$ cat src/rtl/framebuffer_writer_if.sv
// Byte-stream input and pixel write port of framebuffer_writer.
// clear_req/clear_color exist only when FBW_CLEAR_EN is defined.
interface framebuffer_writer_if #(
  parameter int unsigned ADDR_W = 16
);
  logic              in_valid;
  logic [7:0]        in_data;
  logic              in_ready;
  logic              frame_start;
  logic              wr_en;
  logic [ADDR_W-1:0] wr_addr;
  logic [23:0]       wr_data;
  logic              frame_done;
`ifdef FBW_CLEAR_EN
  logic              clear_req;
  logic [23:0]       clear_color;

  modport master (
    output in_valid, in_data, frame_start, clear_req, clear_color,
    input  in_ready, wr_en, wr_addr, wr_data, frame_done
  );

  modport slave (
    input  in_valid, in_data, frame_start, clear_req, clear_color,
    output in_ready, wr_en, wr_addr, wr_data, frame_done
  );
`else
  modport master (
    output in_valid, in_data, frame_start,
    input  in_ready, wr_en, wr_addr, wr_data, frame_done
  );

  modport slave (
    input  in_valid, in_data, frame_start,
    output in_ready, wr_en, wr_addr, wr_data, frame_done
  );
`endif
endinterface

$ cat src/rtl/framebuffer_writer.sv
// Assembles R,G,B byte triples into 24-bit pixels and writes them in raster order.
// Optional fill sweep (clear_req/clear_color, CLEAR state) enabled by FBW_CLEAR_EN.
module framebuffer_writer #(
  parameter int unsigned IMG_WIDTH  = 200,
  parameter int unsigned IMG_HEIGHT = 200,
  parameter int unsigned ADDR_W     = 16
) (
  input  logic                clk,
  input  logic                rst,
  framebuffer_writer_if.slave bus
);

  localparam int unsigned X_W = (IMG_WIDTH  > 1) ? $clog2(IMG_WIDTH)  : 1;
  localparam int unsigned Y_W = (IMG_HEIGHT > 1) ? $clog2(IMG_HEIGHT) : 1;
  localparam logic [X_W-1:0] X_LAST = X_W'(IMG_WIDTH - 1);
  localparam logic [Y_W-1:0] Y_LAST = Y_W'(IMG_HEIGHT - 1);

  typedef enum logic [1:0] {
    RX_R  = 2'd0,
    RX_G  = 2'd1,
`ifdef FBW_CLEAR_EN
    RX_B  = 2'd2,
    CLEAR = 2'd3
`else
    RX_B  = 2'd2
`endif
  } state_e;

  state_e            state_q, state_d;
  logic [7:0]        r_q, r_d;
  logic [7:0]        g_q, g_d;
  logic [X_W-1:0]    x_q, x_d;
  logic [Y_W-1:0]    y_q, y_d;
  logic [ADDR_W-1:0] pix_q, pix_d;
  logic              wr_en_q, wr_en_d;
  logic [ADDR_W-1:0] wr_addr_q, wr_addr_d;
  logic [23:0]       wr_data_q, wr_data_d;
  logic              frame_done_q, frame_done_d;

  logic              in_ready_c;
  logic              xfer_c;
  logic              last_c;
  logic              adv_c;

`ifdef FBW_CLEAR_EN
  assign in_ready_c = !rst && (state_q != CLEAR);
`else
  assign in_ready_c = !rst;
`endif
  assign xfer_c = bus.in_valid && in_ready_c;
  assign last_c = (x_q == X_LAST) && (y_q == Y_LAST);

  // Next-state, pixel assembly and write-port drive.
  always_comb begin
    state_d      = state_q;
    r_d          = r_q;
    g_d          = g_q;
    x_d          = x_q;
    y_d          = y_q;
    pix_d        = pix_q;
    wr_en_d      = 1'b0;
    wr_addr_d    = wr_addr_q;
    wr_data_d    = wr_data_q;
    frame_done_d = 1'b0;
    adv_c        = 1'b0;

`ifdef FBW_CLEAR_EN
    if (state_q == CLEAR) begin
      wr_en_d      = 1'b1;
      wr_addr_d    = pix_q;
      wr_data_d    = bus.clear_color;
      frame_done_d = last_c;
      adv_c        = 1'b1;
      if (last_c) begin
        state_d = RX_R;
      end
    end else if (bus.clear_req) begin
      state_d = CLEAR;
      r_d     = '0;
      g_d     = '0;
      x_d     = '0;
      y_d     = '0;
      pix_d   = '0;
    end else
`endif
    if (bus.frame_start) begin
      // A byte arriving with frame_start is the R byte of the new frame.
      r_d     = xfer_c ? bus.in_data : 8'h00;
      g_d     = '0;
      x_d     = '0;
      y_d     = '0;
      pix_d   = '0;
      state_d = xfer_c ? RX_G : RX_R;
    end else if (xfer_c) begin
      case (state_q)
        RX_R: begin
          r_d     = bus.in_data;
          state_d = RX_G;
        end
        RX_G: begin
          g_d     = bus.in_data;
          state_d = RX_B;
        end
        RX_B: begin
          wr_en_d      = 1'b1;
          wr_addr_d    = pix_q;
          wr_data_d    = {r_q, g_q, bus.in_data};
          frame_done_d = last_c;
          adv_c        = 1'b1;
          state_d      = RX_R;
        end
        default: state_d = RX_R;
      endcase
    end

    // Raster advance; pix tracks y*IMG_WIDTH+x incrementally.
    if (adv_c) begin
      if (x_q == X_LAST) begin
        x_d = '0;
        if (y_q == Y_LAST) begin
          y_d   = '0;
          pix_d = '0;
        end else begin
          y_d   = y_q + Y_W'(1);
          pix_d = pix_q + ADDR_W'(1);
        end
      end else begin
        x_d   = x_q + X_W'(1);
        pix_d = pix_q + ADDR_W'(1);
      end
    end
  end

  always_ff @(posedge clk) begin
    if (rst) begin
      state_q      <= RX_R;
      r_q          <= '0;
      g_q          <= '0;
      x_q          <= '0;
      y_q          <= '0;
      pix_q        <= '0;
      wr_en_q      <= 1'b0;
      wr_addr_q    <= '0;
      wr_data_q    <= '0;
      frame_done_q <= 1'b0;
    end else begin
      state_q      <= state_d;
      r_q          <= r_d;
      g_q          <= g_d;
      x_q          <= x_d;
      y_q          <= y_d;
      pix_q        <= pix_d;
      wr_en_q      <= wr_en_d;
      wr_addr_q    <= wr_addr_d;
      wr_data_q    <= wr_data_d;
      frame_done_q <= frame_done_d;
    end
  end

  assign bus.in_ready   = in_ready_c;
  assign bus.wr_en      = wr_en_q;
  assign bus.wr_addr    = wr_addr_q;
  assign bus.wr_data    = wr_data_q;
  assign bus.frame_done = frame_done_q;

endmodule
$ cat src/flat_wrapper.sv
// flat-port wrapper written by rule: the top's interface ports become plain ports
module framebuffer_writer_flat 
#(
  parameter int unsigned IMG_WIDTH  = 200,
  parameter int unsigned IMG_HEIGHT = 200,
  parameter int unsigned ADDR_W     = 16
)
  (clk, rst, bus_in_valid, bus_in_data, bus_frame_start, bus_in_ready, bus_wr_en, bus_wr_addr, bus_wr_data, bus_frame_done);
  framebuffer_writer_if #(.ADDR_W(ADDR_W)) bus_i ();
  input  logic clk;
  input  logic rst;
  input wire logic [$bits(bus_i.in_valid)-1:0] bus_in_valid;
  input wire logic [$bits(bus_i.in_data)-1:0] bus_in_data;
  input wire logic [$bits(bus_i.frame_start)-1:0] bus_frame_start;
  output wire logic [$bits(bus_i.in_ready)-1:0] bus_in_ready;
  output wire logic [$bits(bus_i.wr_en)-1:0] bus_wr_en;
  output wire logic [$bits(bus_i.wr_addr)-1:0] bus_wr_addr;
  output wire logic [$bits(bus_i.wr_data)-1:0] bus_wr_data;
  output wire logic [$bits(bus_i.frame_done)-1:0] bus_frame_done;
  assign bus_i.in_valid = bus_in_valid;
  assign bus_i.in_data = bus_in_data;
  assign bus_i.frame_start = bus_frame_start;
  assign bus_in_ready = bus_i.in_ready;
  assign bus_wr_en = bus_i.wr_en;
  assign bus_wr_addr = bus_i.wr_addr;
  assign bus_wr_data = bus_i.wr_data;
  assign bus_frame_done = bus_i.frame_done;
  framebuffer_writer #(.IMG_WIDTH(IMG_WIDTH), .IMG_HEIGHT(IMG_HEIGHT), .ADDR_W(ADDR_W)) u_core (.clk(clk), .rst(rst), .bus(bus_i));
endmodule
$ cat config.mk
export PLATFORM = sky130hd
export DESIGN_NAME = framebuffer_writer_flat
export DESIGN_NICKNAME = d
export VERILOG_FILES = /design/src/rtl/framebuffer_writer_if.sv /design/src/rtl/framebuffer_writer.sv /design/src/flat_wrapper.sv
export SDC_FILE = /design/constraint.sdc
export NUM_CORES = 1
export LEC_CHECK = 0
export CAP_MARGIN = 20
export CORE_MARGIN = 2
export CORE_UTILIZATION = 30
export CTS_CLUSTER_DIAMETER = 200
export DETAILED_ROUTE_END_ITERATION = 16
export HOLD_SLACK_MARGIN = 0.02
export PLACE_DENSITY = 0.49
export SYNTH_ARGS = -nofsm -noshare
export SYNTH_HDL_FRONTEND = slang
export SYNTH_SLANG_ARGS = --single-unit
$ cat constraint.sdc
create_clock -name clk -period 6.7 [get_ports clk]
set_clock_uncertainty 0.2 [all_clocks]
set_input_delay 1.34 -clock clk [delete_from_list [all_inputs] [get_ports clk]]
set_output_delay 1.34 -clock clk [all_outputs]
set_load 0.005 [all_outputs]
==> results of run 1 <==
==> cell type report <==
| type | count | area (µm²) |
|---|---|---|
| fillers | 1247 | 7345 |
| flip-flops and latches | 92 | 1842 |
| multi-input cells | 326 | 1708 |
| repair buffers | 58 | 568.0 |
| clock buffers | 13 | 250.2 |
| well taps | 147 | 183.9 |
| clock inverters | 2 | 35.03 |
| inverters | 8 | 30.03 |
==> metrics by stage <==
step / cells / instance area, µm² / utilization / hold WS, ps / total power (µW)
2_1_floorplan: 447 / 3661 / - / 231.5 / 583.9
3_3_place_gp: 630 / 4322 / 0.3613 / 247.5 / 601.0
6_report: 646 / 4617 / 0.3860 / 250.3 / 1088
4_1_cts: 646 / 4617 / 0.3860 / 258.3 / 1101
3_5_place_dp: 631 / 4332 / 0.3621 / 249.6 / 601.5
5_1_grt: 646 / 4617 / 0.3860 / 271.4 / 1132
==> synth_stat cells (2+ instances only) <==
library cell | instances | area share
a211oi_1 | 5 | 0.010
a21oi_1 | 61 | 0.083
a22oi_1 | 11 | 0.023
a311oi_1 | 2 | 0.0048
a31oi_1 | 3 | 0.0051
and3_1 | 5 | 0.0085
buf_2 | 2 | 0.0027
clkbuf_1 | 18 | 0.018
dfxtp_1 | 92 | 0.50
ha_1 | 3 | 0.010
inv_1 | 7 | 0.0072
mux2i_1 | 5 | 0.014
nand2_1 | 111 | 0.11
nand3_1 | 14 | 0.019
nand3b_1 | 2 | 0.0041
nand4_1 | 9 | 0.015
nor2_1 | 31 | 0.032
nor2b_1 | 2 | 0.0034
nor3_1 | 8 | 0.011
nor4_1 | 2 | 0.0034
o21a_1 | 3 | 0.0062
o21ai_0 | 16 | 0.022
or3_1 | 8 | 0.014
xnor2_1 | 2 | 0.0048
xor2_1 | 7 | 0.017
==> logic make-up after synthesis <==
kind of cell / after synthesis
adders and majority gates: 3
and+or+nand+nor: 203
xor gates and xnor gates: 9
muxes: 5
DFF: 92
AOI/OAI and AO/OA: 106
buffers and inverters: 29
==> worst register-to-register path, stage by stage, from the launching register on <==
cell,delay [ps]
dfxtp_1,460
and3b_1,230
nand2_1,420
buf_4,430
nor2_1,690
a21oi_1,150
a31oi_1,180
==> layer usage <==
layer | vias up | share of wire
li1 | 1640 | -
met1 | 1491 | 0.49
met2 | 60 | 0.46
met3 | 13 | 0.036
met4 | 0 | 0.016
met5 | - | 0
==> state kept, by name, summed over array words and instances (netlist names) <==
| name | count |
|---|---|
| u_core.bus.wr_data | 24 |
| u_core.g_q | 8 |
| u_core.bus.frame_done | 1 |
| u_core.y_q | 8 |
| u_core.bus.wr_addr | 16 |
| u_core.x_q | 8 |
| u_core.bus.wr_en | 1 |
| u_core.pix_q | 16 |
| u_core.r_q | 8 |
| u_core.state_q | 2 |
==> worst paths after layout <==
path,to,depth (start not counted)
worst max register to register,u_core.pix_q[2],6
worst min register to register,u_core.bus.wr_data[16],2
worst max-delay path,bus_in_ready,4
worst min-delay path,u_core.bus.wr_data[16],2
==> power by group <==
| group | total, µW | switching [µW] | leakage [µW] | internal (µW) |
|---|---|---|---|---|
| combinational | 37.0 | 23.7 | 0.000612 | 13.3 |
| clock | 499 | 202 | 0.000140 | 297 |
| sequential | 552 | 2.17 | 0.000742 | 550 |
==> metrics.md, run 1 <==
| Metric | Value |
|---|---|
| Status | finished, final reports clean |
| Initial Util | 0.3061 |
| Largest net degree at the start of global routing | between 40 and 50 |
| DR vias/cell | between 4 and 5 |
| Simple-Gate Fraction of Synth Area | 0.2539 |
| Total Routing Usage GR | 0.1401 |
| # clock sinks | slightly above 90 |
| Die H | about 110 µm |
| Routed Antenna Nets | 0 |
| Synth warn | 0 |
| CP delay by family, top | buffers and inverters |
| Post-synth EDFFs | 0 |
| Detailed Route Iter0 Violations | approximately 180 |
| Hold WC Path Type | register to register |
| Core box area | around 12000 µm² |
| Post-synthesis compound-gate area fraction | 0.1671 |
| Worst r2r src | u_core.state_q[1] |
| Final Setup Violations | 0 |
| Grt peak-use layer | met2 |
| Crit path cell chain | buf_2, buf_4, inv_1, clkdlybuf4s50_1 |
| Post-CTS Hold Buffers | 0 |
| FF-to-FF setup slack | between 3000 and 4000 ps |
| Crit path kind | primary input to output port |
| Clk buf depth | 2 |
| Nets | 510 |
| Worst Path Max Fanout | 40 |
| Most frequent cells in the layout | nand2_1 (111), dfxtp_1 (92), a21oi_1 (61) |
| Port bufs | between 50 and 60 |
| Antenna cells | 0 |
| Slack of the critical path | ~2300 ps |
| GPL Wtd Cong | 0.8018 |
| Required @ worst endpoint | 5160 ps |
| RSZ-0062 raised after global routing | false |
| Mapped Cells | 447 |
| #FFs+latches synth | between 90 and 100 |
| Met2 GRT Util | 0.2205 |
| Post-Syn Area | 3661 µm² |
| Nature of the critical path endpoint | output port |
| Wirelength, routed | 8.987 mm |
| Cts bufs inserted | 9 |
| Slew @ Worst Pin | ~850 ps |
| DRT Pass-1 Iters | 4 |
| Crit path time final | about 4400 ps |
| H-Tree Depth | 3 |
| Buf/Inv on CP | 4 |
| Max-slew headroom | 0.4302 |
| Worst vdd ir | between 0.1 and 0.15 mV |
| Vias in the first global route | between 2000 and 3000 |
| CTS tree | built |
| Area growth from synthesis to layout | 26.11% |
| Pre-CTS WS | about 2300 ps |
| Die Footprint | 13100 µm² |
| Post-Synth Adder-Cell Area | 0.01025 |
| CP Launch Type | primary input |
| First-pass GRT wire length | 14.55 mm |
| Routed len/inst | around 14 µm |
| Hold Path Origin | u_core.r_q[0] |
| Postcts setup bufs | 0 |
| FP Rows | 40 |
| Multiplexer area fraction after synthesis | 0.01367 |
| Commonest non-fill, non-tap cell in the layout | nand2_1 |
| Clock root cell | clkbuf_16 |
| Avg Inst Size Synth | a little over 8 µm² |
| # resized after CTS | 0 |
| Hpwl dp | 5.990 mm |
| Initial antenna violation count | 0 |
| Post-Synth XOR/XNOR Area | 0.02153 |
| Post-route DRC | 0 |
| CP Launch Point | rst |
| Clock Latency Late Sink | roughly 340 ps |
| GR Layer Usage met1 | 0.1860 |
| CP max stage cell | buf_4 |
| Final period util | 0.6561 |
| Post-synth ARST share | 0 |
| Final hold violation count | 0 |
| WP data arrival | 2860 ps |
| Final Max Slew Viols | 0 |
| Leak pwr | ~0.0015 µW |
| Pwr/cell area | 235.6 nW/µm² |
| Fmax | roughly 0.23 GHz |
| Slowest stage delay, CP | 490 ps |
| IO Count | 55 |
| Synth unique cells | 43 |
| Routed via count | 3204 |
| Met3 Use GR | 0.03282 |
| Number of max-cap violations | 0 |
| Die Span X | between 100 and 150 µm |
| Mapped Nets | around 460 |
| Largest family of logic cells by synthesized area | simple AND/OR/NAND/NOR gates |
| Primary FF master, synth | dfxtp_1 |
| Setup TNS | 0 ps |
| Sequential area share after synthesis | 0.5031 |
| Total grt overflow | 0 |
| Clock-pin slew on the worst setup and hold paths | 60 ps |
| Share of cells above drive strength 1 | 0.05210 |
Power figures use the tool's default switching activity.
==> inputs of run 2 (changes only) <==
- PLACE_DENSITY: 0.49 -> 0.51
- clock period: 6.7 -> 4 ns (I/O delays scaled with it)
==> metrics.md, run 2 (synthesis results as in run 1) <==
| Metric | Value |
|---|---|
| Fmax | roughly 0.34 GHz |
| Combinational share of power | 0.034 (about the same) |
| DR vias/cell | 4.977 (+0.35%) |
| Area growth from synthesis to layout | 27.07% |
| # fillers | 1238 (-0.72%) |
| Initial Util | 0.3061 (unchanged) |
| WP data arrival | 3010 ps (+150 ps) |
| Hpwl dp | 6.074 mm (+1.4%) |
| Setup TNS | 0 ps (unchanged) |
| Wirelength, routed | 8.717 mm (-3.0%) |
| Initial antenna violation count | 0 (unchanged) |
| Cts bufs inserted | 9 (unchanged) |
| Vias in the first global route | 2953 (-0.10%) |
| Antenna cells | 0 (unchanged) |
| First-pass GRT wire length | 14.47 mm (-0.57%) |
| Commonest non-fill, non-tap cell in the layout | nand2_1 |
| Detailed Route Iter0 Violations | 169 (-3.4%) |
| GPL Wtd Cong | 0.8134 (+1.4%) |
| Max reg flops | 24 (unchanged) |
| Slack of the critical path | 1063 ps (-1241 ps) |
| CP Launch Type | primary input |
| CTS tree | built |
| Final Setup Violations | 0 (unchanged) |
| Die H | 114.5 µm (unchanged) |
| Clock-pin slew on the worst setup and hold paths | 60 ps (about the same) |
| Nets | 514 (+0.78%) |
| Total Routing Usage GR | 0.1404 (+0.0003487) |
| Die Footprint | 13100 µm² (unchanged) |
| Hold slack | 252.3 ps (+1.975 ps) |
| H-Tree Depth | 3 (unchanged) |
| # clock sinks | 92 (unchanged) |
| Clk buf depth | 2 (unchanged) |
| # resized after CTS | 0 (unchanged) |
| Crit path kind | primary input to register |
| CP max stage cell | or4_1 |
| Post-route DRC | 0 (unchanged) |
| IO Count | 55 (unchanged) |
| Clk pwr share | 0.462 (+0.003) |
| Post-route cell area | 4652 µm² (+0.76%) |
| Die Span X | 114.5 µm (unchanged) |
| Max-slew headroom | 0.4366 (+0.006353) |
| Final hold violation count | 0 (unchanged) |
| Leak pwr | 0.001511 µW (+1.2%) |
| Routed len/inst | 13.41 µm (-3.6%) |
| Core box area | 11960 µm² (unchanged) |
| Largest net degree at the start of global routing | 42 (-4.5%) |
| Worst Path Max Fanout | 13 (-68%) |
| Clock Latency Late Sink | 340 ps (about the same) |
| Status | finished, final reports clean |
| Required @ worst endpoint | 4070 ps (-1090 ps) |
| Final period util | 0.7342 |
| Routed via count | 3235 (+0.97%) |
| Total grt overflow | 0 (unchanged) |
| Number of max-cap violations | 0 (unchanged) |
| Post-CTS Hold Buffers | 0 (unchanged) |
| Pwr/cell area | 394.6 nW/µm² (+67%) |
| Clock root cell | clkbuf_16 |
| Int Power | 1441 µW (+68%) |
| Final Max Slew Viols | 0 (unchanged) |
| DP Area | 4359 µm² (+0.64%) |
| Hold WC Path Type | register to register |
| Crit path cell chain | clkdlybuf4s50_1, or2_4, or4_1, nor2_1, a21oi_1, mux2i_1 |
| Nature of the critical path endpoint | register |
| Slowest stage delay, CP | 700 ps (+210 ps) |
| Sequential Power Share | 0.504 (-0.003) |
| Slew @ Worst Pin | 842.0 ps (-4.832 ps) |
| Share of cells above drive strength 1 | 0.06362 (+0.01151) |
| Pre-CTS WS | 723.0 ps (-1603 ps) |
| Most frequent cells in the layout | nand2_1 (111), dfxtp_1 (92), a21oi_1 (61) |
| Port bufs | 54 (unchanged) |
| Crit path time final | 2937 ps |
| Sw power | 394.2 µW (+73%) |
| Postcts setup bufs | 0 (unchanged) |
| Routed Antenna Nets | 0 (unchanged) |
| Switching Fraction | 0.2147 (+0.005558) |
| RSZ-0062 raised after global routing | false |
| FP Rows | 40 (unchanged) |
| DRT Pass-1 Iters | 5 (+1) |
| Worst vdd ir | 0.1472 mV (+35%) |
run 2: changes by cell type in the layout (fill, tap and decap cells not counted), sizes merged:
cell,delta
clkbuf,-2
clkdlybuf4s18,-1
clkinvlp,+2
buf,+5
run 2: worst paths after layout:
path | start | depth (start not counted) | end | slack [ps]
setup / recovery | bus_frame_start | 6 | u_core.y_q[6] | 1060
hold / removal | u_core.bus.wr_data[5] | 2 | u_core.bus.wr_data[5] | 250
setup reg to reg | u_core.x_q[0] | 6 | u_core.pix_q[1] | 1430
hold reg to reg | u_core.bus.wr_data[5] | 2 | u_core.bus.wr_data[5] | 250
run 2: power by group through the flow:
| stage | clock, µW | sequential (µW) | combinational [µW] |
|---|---|---|---|
| floorplan | 0 | 944 | 33.9 |
| global placement | 0 | 945 | 63.2 |
| detailed placement | 0 | 945 | 63.4 |
| CTS | 871 | 924 | 63.5 |
| global route | 915 | 924 | 69.6 |
| finish | 848 | 924 | 63.1 |
run 2: layer usage:
metal	vias to the layer above	global-route usage	routed length, µm
met2	61	0.2138	3948
met5	-	0	0
met3	14	0.02488	374
met4	0	0.07317	191
met1	1512	0.1901	4203
li1	1648	-	-
run 2: layout make-up:
| type | instances | area [µm²] | area share |
|---|---|---|---|
| clock inverter | 4 | 50.05 | 0.01076 |
| timing repair buffer | 62 | 595.6 | 0.1280 |
| multi-input combinational | 326 | 1708 | 0.3671 |
| inverter | 8 | 30.03 | 0.006455 |
| tap | 147 | 183.9 | 0.03954 |
| clock buffer | 11 | 242.7 | 0.05218 |
| sequential | 92 | 1842 | 0.3959 |
run 2: through the flow:
step | std cells | util | power [µW]
floorplan | 447 | - | 978.0
finish | 650 | 0.3889 | 1835
CTS | 650 | 0.3889 | 1858
global route | 650 | 0.3889 | 1909
detailed placement | 635 | 0.3644 | 1008
global placement | 635 | 0.3644 | 1008
run 2: worst max-delay path: cells and delay by family:
| family | cells | cell delay, ps |
|---|---|---|
| AOI/OAI and AO/OA | 1 | 130 |
| buffers and inverters | 1 | 530 |
| and+or+nand+nor | 3 | 1390 |
| muxes | 1 | 150 |
==> inputs of run 3 (changes only) <==
- clock period: 4 -> 2.41 ns (I/O delays scaled with it)
==> metrics.md, run 3 (synthesis results as in run 1) <==
| Metric | Value |
|---|---|
| DR vias/cell | 4.898 (-1.6%) |
| Antenna cells | 0 (unchanged) |
| Required @ worst endpoint | 2470 ps (-1600 ps) |
| GPL Wtd Cong | 0.7870 (-3.2%) |
| Vias in the first global route | 3045 (+3.1%) |
| Max reg flops | 24 (unchanged) |
| Slack of the critical path | 153.1 ps (-910.2 ps) |
| Core box area | 11960 µm² (unchanged) |
| H-Tree Depth | 3 (unchanged) |
| # clock sinks | 92 (unchanged) |
| Die Footprint | 13100 µm² (unchanged) |
| Final period util | 0.9365 |
| Crit path kind | primary input to register |
| Detailed Route Iter0 Violations | 140 (-17%) |
| Nets | 530 (+3.1%) |
| Hold depth | 2 (unchanged) |
| Crit path time final | roughly 2300 ps |
| Clk pwr share | 0.497 (+0.035) |
| Fin cells | 667 (+2.6%) |
| Routed via count | 3267 (+0.99%) |
| Clock Latency Late Sink | 340 ps (about the same) |
| FF-to-FF setup slack | 200 ps (-1230 ps) |
| Post-Place Cells | 651 (+2.5%) |
| Pwr/cell area | 673.9 nW/µm² (+71%) |
| Initial antenna violation count | 0 (unchanged) |
| Commonest non-fill, non-tap cell in the layout | nand2_1 |
| Post-route cell area | 4857 µm² (+4.4%) |
| Max-slew headroom | 0.5097 (+0.07308) |
| CTS tree | built |
| Number of max-cap violations | 0 (unchanged) |
| Multi-input gate area | 1712 µm² (+0.22%) |
| Worst vdd ir | 0.2803 mV (+90%) |
| Die H | 114.5 µm (unchanged) |
| Overall power | 3273 µW (+78%) |
| Total Routing Usage GR | 0.1431 (+0.002697) |
| Worst Path Max Fanout | 8 (-5) |
| Hold Path Origin | u_core.bus.wr_data[1] |
| IO Count | 55 (unchanged) |
| Share of cells above drive strength 1 | 0.09808 (+0.03446) |
| Hold WC Path Type | register to register |
| Clock root cell | clkbuf_16 |
| Clock-pin slew on the worst setup and hold paths | 70 ps (about the same) |
| Port bufs | 54 (unchanged) |
| Nature of the critical path endpoint | register |
| Hold slack | 250.3 ps (-1.968 ps) |
| Most frequent cells in the layout | nand2_1 (111), dfxtp_1 (92), a21oi_1 (61) |
| WHS Endpoint | u_core.bus.wr_data[1] |
| Area growth from synthesis to layout | 32.67% |
| Die Span X | 114.5 µm (unchanged) |
| First-pass GRT wire length | 14.74 mm (+1.9%) |
| WP data arrival | 2320 ps (-690 ps) |
| # fillers | 1246 (+0.65%) |
| Fmax | between 0.4 and 0.5 GHz |
| Postcts setup bufs | 0 (unchanged) |
| Total grt overflow | 0 (unchanged) |
| Wirelength, routed | 8.927 mm (+2.4%) |
| Leak pwr | 0.001631 µW (+7.9%) |
| Sw power | 678.3 µW (+72%) |
| Cts bufs inserted | 9 (unchanged) |
| DP Area | 4504 µm² (+3.3%) |
| Final Max Slew Viols | 0 (unchanged) |
| Final hold violation count | 0 (unchanged) |
| Hpwl dp | 6.303 mm (+3.8%) |
| Clk buf depth | 2 (unchanged) |
| Switching Fraction | 0.2072 (-0.007503) |
| Post-route DRC | 0 (unchanged) |
| Routed len/inst | 13.38 µm (-0.20%) |
| Status | finished, final reports clean |
| Worst r2r src | u_core.x_q[1] |
| Final Setup Violations | 0 (unchanged) |
| Largest net degree at the start of global routing | 65 (+55%) |
| Sequential Power Share | 0.469 (-0.035) |
| Sequential cell area | 1842 µm² (unchanged) |
| Initial Util | 0.3061 (unchanged) |
| Pre-CTS WS | -311.2 ps (-1034 ps) |
| R2r endpoint | u_core.y_q[5] |
| Int Power | 2595 µW (+80%) |
| DRT Pass-1 Iters | 4 (-1) |
| RSZ-0062 raised after global routing | false |
| Combinational share of power | 0.035 (about the same) |
| CP Launch Type | primary input |
| Routed Antenna Nets | 0 (unchanged) |
| Slew @ Worst Pin | 735.5 ps (-106.5 ps) |
| FP Rows | 40 (unchanged) |
| R2r worst-path depth | 5 (-1) |
## run 3: area by class of cell
type,count,share of cell area
multi-input combinational,326,0.3524
clock buffer,9,0.04637
tap,147,0.03787
clock inverter,7,0.02550
timing repair buffer,78,0.1525
sequential,92,0.3792
inverter,8,0.006182
## run 3: per-layer routing
layer | vias up | global-route usage | share of wire
met2 | 55 | 0.2335 | 0.47
met5 | - | 0 | 0
met3 | 10 | 0.03600 | 0.048
met1 | 1505 | 0.1828 | 0.47
met4 | 0 | 0.05285 | 0.012
li1 | 1697 | - | -
## run 3: stage by stage
step                      TNS [ps]    util
final                            0  0.4061
after global routing             0  0.4061
after CTS                        0  0.4058
after detailed placement     -2575  0.3766
after global placement       -1870  0.3766
after floorplan                  0       -
## run 3: worst max path at each step
stage | startpoint | end | slack (ps)
after floorplan | u_core.x_q[0] | u_core.y_q[5] | 240
after global placement | bus_frame_start | u_core.y_q[5] | -260
after detailed placement | bus_frame_start | u_core.y_q[5] | -310
after CTS | bus_frame_start | u_core.y_q[5] | 50
after global routing | bus_frame_start | u_core.y_q[5] | 60
final | bus_frame_start | u_core.y_q[5] | 150
## run 3: repair_timing
| action | 4_1_cts | 5_1_grt |
|---|---|---|
| setup endpoints to repair | 0 | 1 |
| hold buffers | 0 | 0 |
| gates resized for setup | 0 | 1 |
## run 3: power by group through the flow
stage	clock network (µW)	registers, µW	logic, µW
floorplan	0	1570	56.3
global placement	0	1570	114
detailed placement	0	1570	114
CTS	1670	1530	115
global route	1720	1530	127
finish	1630	1530	114
## run 3: worst max-delay path, cell delays in order
cell	delay, ps
clkdlybuf4s50_1	420
or2_4	260
or4_4	590
or3_1	380
a211oi_2	190
==> RTL edit, RTL diff (settings of run 3) <==
`r_q` no longer has a reset.
--- a/src/rtl/framebuffer_writer.sv
+++ b/src/rtl/framebuffer_writer.sv
@@ -135,5 +135,4 @@
     if (rst) begin
       state_q      <= RX_R;
-      r_q          <= '0;
       g_q          <= '0;
       x_q          <= '0;
@@ -146,5 +145,4 @@
     end else begin
       state_q      <= state_d;
-      r_q          <= r_d;
       g_q          <= g_d;
       x_q          <= x_d;
@@ -158,4 +156,8 @@
   end
 
+  always_ff @(posedge clk) begin
+    r_q <= r_d;
+  end
+
   assign bus.in_ready   = in_ready_c;
   assign bus.wr_en      = wr_en_q;
Behaviour: no difference found for any inputs over 4 cycles, from zero or initial values and one cycle with rst high; that may be too few to reach the edited logic, so the function may still have changed.
==> RTL edit against run 3 <==
Cell area up 1.3%. Routed wire length grew 3.0%. Sequential share of layout area rose by 1.2 points. Synthesized area grew 4.9%. Die area increased by 4.7%. Setup slack improved by 190 ps. Count of clock-buffer cells in the layout unchanged. Sequential cell count did not move. Power decreased by 5.8%. Largest power group is now registers.
==> RTL edit: results (changes against run 3) <==
Commonest cells post-synth: nand2_1, dfxtp_1, a21oi_1, nor2_1, clkbuf_1
Vias in the first global route: 3211 (+5.5%)
R2R cell count: 6 (+1)
Met2 Track Usage GR: 22.1% (-1.2 points)
Synth async-reset ratio: 0% (unchanged)
Crit-path max FO: 24 (+16)
Met3 GRT Util: 5.46% (+1.9 points)
Worst hold path type: in2reg
Hold Worst Slack: 201 ps (-48.9 ps)
Worst-margin pin slew: 510 ps (-226 ps)
First-pass GRT wire length: 15500 µm (+5.5%)
Synth Area in Adders: 0.978% (-0.047 points)
Worst hold endpoint: u_core.state_q[0]
Yosys Warn Count: 0 (unchanged)
Port Buffers: 54 (unchanged)
Mux share of post-synthesis cell area: 2.90% (+1.5 points)
CTS buffer count: 9 (unchanged)
Largest net degree at the start of global routing: 33 (-49%)
Worst path slowest cell: or4b_1
Leak: 1.61 nW (-1.2%)
Reg-to-Reg End: u_core.pix_q[8]
Part of the Yosys area used for sequential elements: 50.1% (-0.24 points)
Clock transition at the registers of the reported paths: 70 ps (about the same)
Post-synthesis xor/xnor area fraction: 1.14% (-1.0 points)
Run status: finished, final reports clean
Largest cells by area after synthesis: dfxtp_1, nand2_1, a21oi_1
Max stage delay on crit path: 460 ps (-130 ps)
GRT Util Overall: 14.6% (+0.24 points)
Inserted Diodes: 0 (unchanged)
Reg-to-reg slack, setup: 340 ps (+140 ps)
Routed length on met1: 4390 µm (+4.9%)
R2R Path Start: u_core.x_q[0]
WL met3: 517 µm (+22%)
Post-synth cell types: 49 (+14%)
DR vias: 3358 (+2.8%)
Skew-Pair Late Insertion Delay: 360 ps (+20 ps)
Synth Flop Type: dfxtp_1
Critical path data arrival time: 2160 ps (-160 ps)
Placer Congestion: 0.818 (+4.0%)
Met1 usage: 18.7% (+0.44 points)
WL final: 9190 µm (+3.0%)
Non-Filler Instances: 682 (+2.2%)
Wire length on met2: 4110 µm (-2.4%)
Syn Nets: 465 (+0.65%)
DR iter-0 viols: 153 (+9.3%)
H-Tree Depth: 3 (unchanged)
Mapped Avg Cell Area: 8.53 µm² (+4.2%)
HPWL after DPL: 6330 µm (+0.50%)
Synth Area in Compound Gates: 14.8% (-1.9 points)
DP Worst Slack: -27.1 ps (+284 ps)
Post-CTS sizing: 0 (unchanged)
EDFF count, synth: 8 (+8)
Placed cell area: 4630 µm² (+2.7%)
Final nets: 520 (-1.9%)
Worst VDD drop: 0.435 mV (+55%)
Hold path startpoint: rst
Inst Count DP: 666 (+2.3%)
Share of layout cells above drive strength 1: 9.02% (-0.79 points)
==> RTL edit: cell types whose count changed after synthesis, sizes merged, moves of 10 or more <==
cell / delta
o21ai: -12
nor2: -10
a21oi: -10
a31oi: +14
a22oi: -11
==> RTL edit: worst max path at each step <==
stage / start / to / slack, ps / cells past startpoint
after global placement: bus_in_valid / u_core.y_q[5] / 40 / 6
after detailed placement: bus_in_valid / u_core.y_q[5] / -30 / 6
after global routing: u_core.x_q[0] / u_core.y_q[5] / 140 / 5
final: u_core.x_q[0] / u_core.pix_q[8] / 340 / 6
after CTS: u_core.x_q[0] / u_core.pix_q[8] / 340 / 6
after floorplan: rst / u_core.r_q[0] / 280 / 3
==> RTL edit: power breakdown <==
| part | switching [mW] | leakage (nW) | internal (mW) | total [mW] |
|---|---|---|---|---|
| registers | 0.00814 | 0.759 | 1.56 | 1.57 |
| logic | 0.0626 | 0.709 | 0.0492 | 0.112 |
| clock network | 0.672 | 0.142 | 0.730 | 1.40 |
| total | 0.743 | 1.61 | 2.34 | 3.08 |
==> RTL edit: cell type report <==
type | count | area, µm²
timing repair buffer | 75 | 706
multi-input combinational | 318 | 1750
clock buffer | 9 | 225
inverter | 9 | 33.8
fill | 1269 | 7650
clock inverter | 7 | 67.6
tap | 172 | 215
sequential | 92 | 1920
==> RTL edit: worst register-to-register path, delay by kind of cell (launching register included) <==
family        cells  cell delay (ps)
flops             1              350
simple gates      3              830
fa+ha+maj         1              240
mux               1              130
buf+inv           1              260
==> RTL edit: kinds of logic (layout without fill, tap and decap cells) <==
group	Yosys count	in the layout
buf+inv	40	100
flops	92	92
xor+xnor	5	5
fa+ha+maj	3	3
compound gates	95	95
simple gates	204	204
mux	11	11
